===== src/rtl/tilelink_reg_adapter.sv =====
// TL-UL slave endpoint: one Channel A request becomes one req/ack register access, answered on Channel D.
// Requests are protocol-checked before any register access; a stalled slave is cut off by a timer.
module tilelink_reg_adapter #(
    parameter int ADDR_WIDTH     = 32,
    parameter int DATA_WIDTH     = 32,
    parameter int MASK_WIDTH     = DATA_WIDTH / 8,
    parameter int OPCODE_WIDTH   = 3,
    parameter int PARAM_WIDTH    = 3,
    parameter int SIZE_WIDTH     = 3,
    parameter int SRC_WIDTH      = 2,
    parameter int SINK_WIDTH     = 1,
    parameter int TIMEOUT_CYCLES = 16
) (
    input  logic                    clk,
    input  logic                    reset_n,
    input  logic                    a_valid,
    output logic                    a_ready,
    input  logic [OPCODE_WIDTH-1:0] a_opcode,
    input  logic [PARAM_WIDTH-1:0]  a_param,
    input  logic [SIZE_WIDTH-1:0]   a_size,
    input  logic [SRC_WIDTH-1:0]    a_source,
    input  logic [ADDR_WIDTH-1:0]   a_address,
    input  logic [MASK_WIDTH-1:0]   a_mask,
    input  logic [DATA_WIDTH-1:0]   a_data,
    output logic                    d_valid,
    input  logic                    d_ready,
    output logic [OPCODE_WIDTH-1:0] d_opcode,
    output logic [PARAM_WIDTH-1:0]  d_param,
    output logic [SIZE_WIDTH-1:0]   d_size,
    output logic [SRC_WIDTH-1:0]    d_source,
    output logic [SINK_WIDTH-1:0]   d_sink,
    output logic [DATA_WIDTH-1:0]   d_data,
    output logic                    d_error,
    output logic                    reg_req,
    output logic                    reg_we,
    output logic [ADDR_WIDTH-1:0]   reg_addr,
    output logic [MASK_WIDTH-1:0]   reg_be,
    output logic [DATA_WIDTH-1:0]   reg_wdata,
    input  logic                    reg_ack,
    input  logic [DATA_WIDTH-1:0]   reg_rdata,
    input  logic                    reg_err
);

    // state  | meaning
    // IDLE   | a_ready high, waiting for a Channel A request
    // CHECK  | one cycle of protocol checks on the latched request
    // ACCESS | reg_req held until reg_ack or timer terminal count
    // RESP   | d_valid held until d_ready
    typedef enum logic [1:0] {ST_IDLE, ST_CHECK, ST_ACCESS, ST_RESP} state_t;

    localparam int OFF_W = $clog2(MASK_WIDTH);
    localparam int TMR_W = $clog2(TIMEOUT_CYCLES);
    localparam logic [OPCODE_WIDTH-1:0] OP_PUT_FULL = OPCODE_WIDTH'(0);
    localparam logic [OPCODE_WIDTH-1:0] OP_PUT_PART = OPCODE_WIDTH'(1);
    localparam logic [OPCODE_WIDTH-1:0] OP_GET      = OPCODE_WIDTH'(4);
    localparam logic [OPCODE_WIDTH-1:0] OP_ACK      = OPCODE_WIDTH'(0);
    localparam logic [OPCODE_WIDTH-1:0] OP_ACK_DATA = OPCODE_WIDTH'(1);

    state_t                  state_q, state_d;
    logic                    a_ready_q, a_ready_d;
    logic [OPCODE_WIDTH-1:0] op_q, op_d;
    logic [PARAM_WIDTH-1:0]  param_q, param_d;
    logic [SIZE_WIDTH-1:0]   size_q, size_d;
    logic [SRC_WIDTH-1:0]    source_q, source_d;
    logic [ADDR_WIDTH-1:0]   addr_q, addr_d;
    logic [MASK_WIDTH-1:0]   mask_q, mask_d;
    logic [DATA_WIDTH-1:0]   data_q, data_d;
    logic                    d_valid_q, d_valid_d;
    logic [OPCODE_WIDTH-1:0] d_opcode_q, d_opcode_d;
    logic [SIZE_WIDTH-1:0]   d_size_q, d_size_d;
    logic [SRC_WIDTH-1:0]    d_source_q, d_source_d;
    logic [DATA_WIDTH-1:0]   d_data_q, d_data_d;
    logic                    d_error_q, d_error_d;
    logic                    reg_req_q, reg_req_d;
    logic                    reg_we_q, reg_we_d;
    logic [ADDR_WIDTH-1:0]   reg_addr_q, reg_addr_d;
    logic [MASK_WIDTH-1:0]   reg_be_q, reg_be_d;
    logic [DATA_WIDTH-1:0]   reg_wdata_q, reg_wdata_d;
    logic [TMR_W-1:0]        tmr_q, tmr_d;

    logic [7:0]            size_mask;
    logic [OFF_W-1:0]      al_mask;
    logic [OFF_W-1:0]      off;
    logic [MASK_WIDTH-1:0] lanes;
    logic                  check_fail;

    // Byte lanes covered by a naturally aligned access of 2^size bytes at the latched address.
    always_comb begin
        size_mask = (8'd1 << size_q) - 8'd1;
        al_mask   = size_mask[OFF_W-1:0];
        off       = addr_q[OFF_W-1:0];
        lanes     = '0;
        for (int i = 0; i < MASK_WIDTH; i++) begin
            lanes[i] = ((OFF_W'(i) & ~al_mask) == (off & ~al_mask));
        end
        check_fail = ((op_q != OP_PUT_FULL) && (op_q != OP_PUT_PART) && (op_q != OP_GET))
                   || (int'(size_q) > OFF_W)
                   || ((off & al_mask) != '0)
                   || ((mask_q & ~lanes) != '0)
                   || ((op_q == OP_PUT_FULL) && (mask_q != lanes))
                   || (param_q != '0);
    end

    always_comb begin
        state_d     = state_q;
        a_ready_d   = a_ready_q;
        op_d        = op_q;
        param_d     = param_q;
        size_d      = size_q;
        source_d    = source_q;
        addr_d      = addr_q;
        mask_d      = mask_q;
        data_d      = data_q;
        d_valid_d   = d_valid_q;
        d_opcode_d  = d_opcode_q;
        d_size_d    = d_size_q;
        d_source_d  = d_source_q;
        d_data_d    = d_data_q;
        d_error_d   = d_error_q;
        reg_req_d   = reg_req_q;
        reg_we_d    = reg_we_q;
        reg_addr_d  = reg_addr_q;
        reg_be_d    = reg_be_q;
        reg_wdata_d = reg_wdata_q;
        tmr_d       = tmr_q;
        case (state_q)
            ST_IDLE: begin
                if (a_valid) begin
                    op_d      = a_opcode;
                    param_d   = a_param;
                    size_d    = a_size;
                    source_d  = a_source;
                    addr_d    = a_address;
                    mask_d    = a_mask;
                    data_d    = a_data;
                    a_ready_d = 1'b0;
                    state_d   = ST_CHECK;
                end
            end
            ST_CHECK: begin
                d_opcode_d = (op_q == OP_GET) ? OP_ACK_DATA : OP_ACK;
                d_size_d   = size_q;
                d_source_d = source_q;
                if (check_fail) begin
                    d_valid_d = 1'b1;
                    d_error_d = 1'b1;
                    d_data_d  = '0;
                    state_d   = ST_RESP;
                end else begin
                    reg_req_d   = 1'b1;
                    reg_we_d    = (op_q != OP_GET);
                    reg_addr_d  = addr_q & ~ADDR_WIDTH'(MASK_WIDTH - 1);
                    reg_be_d    = (op_q == OP_GET) ? '1 : mask_q;
                    reg_wdata_d = data_q;
                    tmr_d       = TMR_W'(TIMEOUT_CYCLES - 1);
                    state_d     = ST_ACCESS;
                end
            end
            ST_ACCESS: begin
                // An ack on the terminal-count cycle still counts as a normal completion.
                if (reg_ack) begin
                    reg_req_d = 1'b0;
                    d_valid_d = 1'b1;
                    d_error_d = reg_err;
                    d_data_d  = (reg_err || (op_q != OP_GET)) ? '0 : reg_rdata;
                    state_d   = ST_RESP;
                end else if (tmr_q == '0) begin
                    reg_req_d = 1'b0;
                    d_valid_d = 1'b1;
                    d_error_d = 1'b1;
                    d_data_d  = '0;
                    state_d   = ST_RESP;
                end else begin
                    tmr_d = tmr_q - 1'b1;
                end
            end
            ST_RESP: begin
                if (d_ready) begin
                    d_valid_d = 1'b0;
                    a_ready_d = 1'b1;
                    state_d   = ST_IDLE;
                end
            end
            default: state_d = ST_IDLE;
        endcase
    end

    always_ff @(posedge clk or negedge reset_n) begin
        if (!reset_n) begin
            state_q     <= ST_IDLE;
            a_ready_q   <= 1'b1;
            op_q        <= '0;
            param_q     <= '0;
            size_q      <= '0;
            source_q    <= '0;
            addr_q      <= '0;
            mask_q      <= '0;
            data_q      <= '0;
            d_valid_q   <= 1'b0;
            d_opcode_q  <= '0;
            d_size_q    <= '0;
            d_source_q  <= '0;
            d_data_q    <= '0;
            d_error_q   <= 1'b0;
            reg_req_q   <= 1'b0;
            reg_we_q    <= 1'b0;
            reg_addr_q  <= '0;
            reg_be_q    <= '0;
            reg_wdata_q <= '0;
            tmr_q       <= '0;
        end else begin
            state_q     <= state_d;
            a_ready_q   <= a_ready_d;
            op_q        <= op_d;
            param_q     <= param_d;
            size_q      <= size_d;
            source_q    <= source_d;
            addr_q      <= addr_d;
            mask_q      <= mask_d;
            data_q      <= data_d;
            d_valid_q   <= d_valid_d;
            d_opcode_q  <= d_opcode_d;
            d_size_q    <= d_size_d;
            d_source_q  <= d_source_d;
            d_data_q    <= d_data_d;
            d_error_q   <= d_error_d;
            reg_req_q   <= reg_req_d;
            reg_we_q    <= reg_we_d;
            reg_addr_q  <= reg_addr_d;
            reg_be_q    <= reg_be_d;
            reg_wdata_q <= reg_wdata_d;
            tmr_q       <= tmr_d;
        end
    end

    assign a_ready   = a_ready_q;
    assign d_valid   = d_valid_q;
    assign d_opcode  = d_opcode_q;
    assign d_param   = '0;
    assign d_size    = d_size_q;
    assign d_source  = d_source_q;
    assign d_sink    = '0;
    assign d_data    = d_data_q;
    assign d_error   = d_error_q;
    assign reg_req   = reg_req_q;
    assign reg_we    = reg_we_q;
    assign reg_addr  = reg_addr_q;
    assign reg_be    = reg_be_q;
    assign reg_wdata = reg_wdata_q;

endmodule


===== config.mk =====
export PLATFORM = sky130hd
export DESIGN_NAME = tilelink_reg_adapter
export DESIGN_NICKNAME = d
export VERILOG_FILES = /design/src/rtl/tilelink_reg_adapter.sv
export SDC_FILE = /design/constraint.sdc
export NUM_CORES = 1
export LEC_CHECK = 0
export CORE_UTILIZATION = 35
export DETAILED_ROUTE_END_ITERATION = 10
export GPL_ROUTABILITY_DRIVEN = 0
export PLACE_DENSITY_LB_ADDON = 0.12
export SLEW_MARGIN = 25
export SYNTH_ARGS = -nofsm -noshare
export SYNTH_HDL_FRONTEND = slang
export SYNTH_SLANG_ARGS = --single-unit
export TNS_END_PERCENT = 5

===== constraint.sdc =====
create_clock -name clk -period 2.4 [get_ports clk]
set_input_delay 0.48 -clock clk [delete_from_list [all_inputs] [get_ports clk]]
set_output_delay 0.48 -clock clk [all_outputs]
set_load 0.005 [all_outputs]

==> results.toml, run 1 <==
[run]
maxCapViolations = 0

[cts]
cts_tree = "yes"
path_clk_slew_ps = 80
h-tree-depth = 4
cts_sinks = 194
clock_path_buffers = 2
cts_made_buffers = 17
clk_latency_ps = 430
cts-root-buf = "clkbuf_16"

[floorplan]
initial_core_util_pct = 35.7
die_w_um = 151
die_area_mm2 = 0.0229
io_pins = 234
die_h_um = 151
fp.coreArea_mm2 = 0.0219
row_count = 54

[worst_hold_path]
hp-class = "primary input to async pin"

[power_and_ir_drop]
irDropWorstVdd_mv = 0.553
leakage_nw = 5.29
finalPower_mw = 11.9
pwr_density_cell_mw_per_mm2 = 1030

[global_routing]
antenna_found_initial = 0
grt_use_total_pct = 16.6
grt_max_degree = 55
grt_pass1_wl_mm = 29.0
gr-total-overflow = 0
grt_pass1_vias = 5361

[cells_and_area]
antenna_cells = 0
stdcell_area_mm2 = 0.0115
fillers = 1833
layout-drive-gt1-share_pct = 30.5
fin_nets = 891
finish.utilization_pct = 52.6
syn_to_final_growth_pct = 47.3

[timing]
skew_ps = 14.0
hold_ws_ps = 17.3
timing.final.hold_violations = 0
setup_tns_ps = -179
max_freq_ghz = 0.412
fin_crit_sh_pct = 101
fin_crit_ps = 2430
rsz0062_at_grt = "true"
setup_slack_ps = -29.0
final-setup-viol-count = 22
slew_violations = 0

[worst_setup_path]
end_kind = "flip-flop"
arrival_ps = 2750
crit_fanout = 10
cp.required_ps = 2720
rrSetupSlack_ps = -30
cp-start-kind = "flip-flop"
critical_path_class = "flip-flop to flip-flop"

[outcome]
status = "finished with violations"
violations = "negative setup slack"

[logic_synthesis]
synth_area_per_cell_um2 = 15.4
ys_ff_latch = 194
synth-adder-area-share_pct = 1.60
synth.area.mux_share_pct = 23.3
ys_warn_count = 0
synth_compound_gate_area_share_pct = 6.40
synthesis.area_mm2 = 0.00782
synth-xor-area-share_pct = 0
ys_dominant_reg_cell = "dfrtp_1"
synth_cell_type_count = 46
synth_cells = 508
synth_top_family_by_area = "multiplexers"
async_flop_share_pct = 100
synth-edff-count = 0
ys_seq_area_share_pct = 62.1
synthSimpleGateAreaFrac_pct = 3.31

[detailed_routing]
via_per_inst = 4.78
drt_wl_total_mm = 18.6
drc = 0
drtPass1Iterations = 4
drt_iter0_drc = 143
postRouteAntennaNets = 0
wl_per_cell_um = 17.6
vias = 5048

[placement]
portBuffers = 225
placement.cell_area_mm2 = 0.0106
hpwl_mm = 12.7
[worst max-delay path, cell delays in order, from the launching register on]
cell and delay [ps]:
dfrtp_1 410, inv_2 60, o21a_1 190, ha_1 260, and4_1 210, o41a_1 380
nand3_4 180, buf_12 140, buf_12 150, mux2_2 340
[through the flow]
step / setup WS, ps / instances
after floorplan: 23.9 / 515
after global placement: -97.6 / 1010
after detailed placement: -197 / 1010
after CTS: -85.8 / 1050
after global routing: -137 / 1057
final: -29.0 / 1057
[worst paths after layout]
| kind | from | cells past startpoint | end |
|---|---|---|---|
| min in group clk | reg_be[2]$_DFFE_PN0P_ | 2 | reg_be[2]$_DFFE_PN0P_ |
| max reg2reg | addr_q[1]$_DFFE_PN0P_ | 9 | reg_addr[11]$_DFFE_PN0P_ |
| min reg2reg | reg_be[2]$_DFFE_PN0P_ | 2 | reg_be[2]$_DFFE_PN0P_ |
| max in group asynchronous | reset_n | 2 | reg_wdata[11]$_DFFE_PN0P_ |
| max | addr_q[1]$_DFFE_PN0P_ | 9 | reg_addr[11]$_DFFE_PN0P_ |
| min | reset_n | 1 | data_q[17]$_DFFE_PN0P_ |
[metal layers]
metal	wire length (um)	GRT usage, %
met5	0	0
met4	199	5.25
met3	1460	4.88
met2	8760	26.5
met1	8200	21.5
[repair_timing]
| item | in CTS | in global routing |
|---|---|---|
| endpoints found under the setup margin | 100 | 104 |
| cloned | 2 | 3 |
| hold buffers | 0 | 0 |
| pin swaps | 33 | 2 |
| setup buffers | 6 | 4 |
| resized for setup | 24 | 15 |
[cells in the mapped netlist (all sizes together), types with 3 or more instances]
master  instances  area share [%]
nand3           4            0.32
mux2          148              23
nor2           11            0.53
nand2b          4            0.32
o21ai           8            0.51
nand2          11            0.53
dfrtp         193              62
a21oi           6            0.38
nor3            5            0.32
ha             10             1.6
a22o           32             3.6
inv             7            0.34
a21boi          3            0.29
buf            30             2.7
clkbuf          3            0.14
[cells by family after synthesis]
kind of cell               Yosys count
AOI/OAI and AO/OA                   65
muxes                              150
and+or+nand+nor                     48
adders and majority gates           10
buffers and inverters               40
other                                1
DFF                                194
[sequential cells by signal, indices dropped and copies added, names as in the netlist]
name	flops
reg_we	1
source_q	2
a_ready	1
op_q	3
state_q	2
d_error	1
d_source	2
reg_addr	30
param_q	3
d_data	32
reg_wdata	32
data_q	32
addr_q	32
d_size	3
mask_q	4
reg_req	1
size_q	3
d_opcode	1
d_valid	1
reg_be	4
tmr_q	4
[area by class of cell]
| type | instances | area, um^2 | share of cell area, % |
|---|---|---|---|
| Clock buffer | 18 | 439 | 3.81 |
| Clock inverter | 14 | 183 | 1.59 |
| Inverter | 7 | 26.3 | 0.228 |
| Multi-Input combinational cell | 282 | 2890 | 25.1 |
| Sequential cell | 194 | 4860 | 42.2 |
| Tap cell | 280 | 350 | 3.04 |
| Timing Repair Buffer | 262 | 2770 | 24.0 |
[cell usage in the layout (no fill, tap or decap), drive strengths merged, types with 2 or more instances in the layout]
| cell type | synthesis | layout |
|---|---|---|
| clkdlybuf4s50 | 0 | 224 |
| dfrtp | 193 | 193 |
| mux2 | 148 | 148 |
| buf | 30 | 34 |
| a22o | 32 | 32 |
| clkbuf | 3 | 22 |
| inv | 7 | 16 |
| nand2 | 11 | 11 |
| nor2 | 11 | 11 |
| ha | 10 | 10 |
| conb | 1 | 8 |
| o21ai | 8 | 8 |
| a21oi | 6 | 6 |
| nor3 | 5 | 5 |
| nand3 | 4 | 5 |
| nand2b | 4 | 4 |
| a21boi | 3 | 3 |
| clkinv | 0 | 3 |
| o21a | 2 | 2 |
| nor3b | 2 | 2 |
| a31oi | 2 | 2 |
| mux2i | 2 | 2 |
| a22oi | 2 | 2 |
| bufinv | 0 | 2 |
| a211oi | 2 | 2 |
| nor4 | 2 | 2 |
| and4 | 2 | 2 |
[power by group]
| group | internal [mW] | switching (mW) | leakage [nW] | total [mW] |
|---|---|---|---|---|
| clock | 1.62 | 1.36 | 0.307 | 2.99 |
| combinational | 2.42 | 1.45 | 2.51 | 3.87 |
| sequential | 4.37 | 0.668 | 2.47 | 5.04 |
Power figures use the tool's default switching activity.
==> run 2: changes to the inputs <==
- ABC_AREA: not set -> 1
==> run 2 against run 1 <==
Net effect:
- the run now ends clean
- routed wire length grew 8.2%
- design area shrank 1.3%
- clock power down 10%
- clock skew decreased by 1.3 ps
- combinational power shrank 26%
==> results.toml, run 2 <==
[cells_and_area]
final_common_cell = "nand2_1"
finalNonFillerCells = 1364
syn_to_final_growth_pct = 39.4
layout-drive-gt1-share_pct = 12.4
fin_nets = 1193
antenna_cells = 0
final_cell_mix = "nand2_1 (318), clkdlybuf4s50_1 (224), dfrtp_1 (193)"

[cts]
cts_tree = "yes"
path_clk_slew_ps = 70
h-tree-depth = 4
cts_made_buffers = 17
cts_sinks = 194
cts-root-buf = "clkbuf_16"
clk_latency_ps = 420
clock_path_buffers = 2

[worst_setup_path]
crit-reg2reg-launch = "size_q[2]$_DFFE_PN0P_"
crit_path_max_incr_delay_ps = 400
cp.required_ps = 2750
rrSetupSlack_ps = 250
critical_path_class = "flip-flop to flip-flop"
crit_fanout = 52
slowest_stage = "dfrtp_1"
arrival_ps = 2500
crit_path_start = "size_q[2]$_DFFE_PN0P_"
rr_worst_depth = 14
crit_top_cell = "nand2_1"
end_kind = "flip-flop"
cp-start-kind = "flip-flop"
critical_path.cell_chain = "inv_2 > nand2_1 > or2_2 > nand2_1 > ha_1 > nand2_1 > inv_1 > nand2_1 > nand2_1 > nand3_1 > nor3_4 > buf_12 > nand2_1 > nand2_1"

[timing]
max_freq_ghz = 0.466
hold_ws_ps = 464
slew_violations = 0
fin_crit_ps = 2150
final-setup-viol-count = 0
rsz0062_at_grt = "true"
fin_crit_sh_pct = 89.5
skew_ps = 12.7
timing.final.hold_violations = 0

[floorplan]
die_h_um = 155
io_pins = 234
initial_core_util_pct = 35.9
fp.coreArea_mm2 = 0.0227
die_area_mm2 = 0.0239
die_w_um = 155
row_count = 55

[worst_hold_path]
hold_path_depth = 2
hp-class = "flip-flop to flip-flop"
min_from = "data_q[16]$_DFFE_PN0P_"

[detailed_routing]
wl_per_cell_um = 14.8
drc = 0
vias = 6221
postRouteAntennaNets = 0
drtPass1Iterations = 5
via_per_inst = 4.56
drt_wl_total_mm = 20.1
drt_iter0_drc = 268

[power_and_ir_drop]
p_seq_share_pct = 45.3
p_int_mw = 6.97
irDropWorstVdd_mv = 0.489
finalPower_mw = 10.2
p_clk_share_pct = 26.4
p_sw_mw = 3.22
pwr_density_cell_mw_per_mm2 = 896
leakage_nw = 5.65
switching_share_pct = 31.6
comb_power_share_pct = 28.3

[global_routing]
grt_use_total_pct = 17.5
grt_max_degree = 65
grt_pass1_vias = 6214
gr-total-overflow = 0
grt_pass1_wl_mm = 32.9
antenna_found_initial = 0

[logic_synthesis]
netlist.area_leader.share_pct = 59.2
synth_top_area_cell = "dfrtp_1"
synth_cells = 844
ys_seq_area_share_pct = 59.6
async_flop_share_pct = 100
ys_warn_count = 0
ys_ff_latch = 194
synth_cell_type_count = 26
netlist_top_cells_area = "dfrtp_1 (59%), nand2_1 (15%), mux2_2 (9.8%)"
synthesis.area_mm2 = 0.00815
synth.most_common_cell = "nand2_1"
synth-edff-count = 0
ys_dominant_reg_cell = "dfrtp_1"
synth_area_per_cell_um2 = 9.66
synth_common_cells = "nand2_1 (320), dfrtp_1 (193), mux2_2 (71)"

[placement]
post-place-cells = 1331
hpwl_mm = 13.5
portBuffers = 225

[outcome]
status = "complete, no violations"

[run]
maxCapViolations = 0
run 2: changes by cell type in the layout (fill, tap and decap cells not counted), sizes merged, moves of 5 or more:
cell      before  now
a22o          32    0
buf           34   18
clkinvlp       0    5
inv           16   70
mux2         148   71
nand2         11  321
nand3          5   17
nand4          1   34
nor2          11   61
run 2: worst paths after layout:
check,end
setup / recovery,reg_wdata[22]$_DFFE_PN0P_
hold / removal,reg_wdata[16]$_DFFE_PN0P_
setup reg to reg,reg_wdata[22]$_DFFE_PN0P_
hold reg to reg,reg_wdata[16]$_DFFE_PN0P_
max in group asynchronous,a_ready$_DFFE_PN1P_
min in group asynchronous,d_data[31]$_DFFE_PN0P_
run 2: cell families (layout without fill, tap and decap cells):
| logic type | after synthesis | after routing | share of synthesized area [%] |
|---|---|---|---|
| AO/OA/AOI/OAI | 16 | 16 | 0.982 |
| other | 1 | 8 | 0.0460 |
| flip-flops | 194 | 194 | 59.6 |
| multiplexers | 71 | 71 | 9.81 |
| adder cells (fa/ha/maj) | 10 | 10 | 1.53 |
| buffers and inverters | 113 | 341 | 6.06 |
| AND/OR/NAND/NOR | 439 | 439 | 22.0 |
run 2: cell type report:
cell class | instances | area, um^2
multi-input cells | 544 | 2850
fillers | 2130 | 11300
flip-flops and latches | 194 | 4860
clock buffers | 18 | 429
well taps | 285 | 357
inverters | 65 | 244
repair buffers | 244 | 2510
clock inverters | 14 | 125
run 2: power by group through the flow:
| stage | sequential, mW | combinational, mW | clock, mW |
|---|---|---|---|
| after CTS | 4.63 | 2.91 | 2.80 |
| after global placement | 4.67 | 2.87 | 0 |
| after floorplan | 4.57 | 1.87 | 0 |
| after detailed placement | 4.69 | 2.91 | 0 |
| after global routing | 4.74 | 3.27 | 2.93 |
| final | 4.61 | 2.88 | 2.69 |
run 2: critical path, delay by kind of cell, from the launching register on:
family	cells	cell delay, ps
adders and majority gates	1	120
buffers and inverters	3	430
DFF	1	400
and+or+nand+nor	10	1120
run 2: what timing repair did:
| item | 4_1_cts | 5_1_grt |
|---|---|---|
| endpoints found under the hold margin | 17 | 0 |
| endpoints found under the setup margin | 0 | 40 |
| hold buffers | 1 | 0 |
| resized for setup | 0 | 3 |
| setup buffers | 0 | 0 |
run 2: layer usage:
layer	wire length (um)	global-route usage, %	part of all wire, %
met5	0	0	0
met3	1590	5.88	7.9
met1	9470	24.5	47
met4	106	3.21	0.53
met2	8980	26.5	45
run 2: through the flow:
step | setup TNS (ps) | setup WS [ps] | instance area (um^2) | utilization (%)
after global placement | 0 | 243 | 10800 | 47.5
after detailed placement | 0 | 202 | 10800 | 47.5
after floorplan | 0 | 422 | 8180 | -
after global routing | -7.80 | -4.80 | 11400 | 50.0
after CTS | 0 | 152 | 11400 | 50.0
final | 0 | 253 | 11400 | 50.0
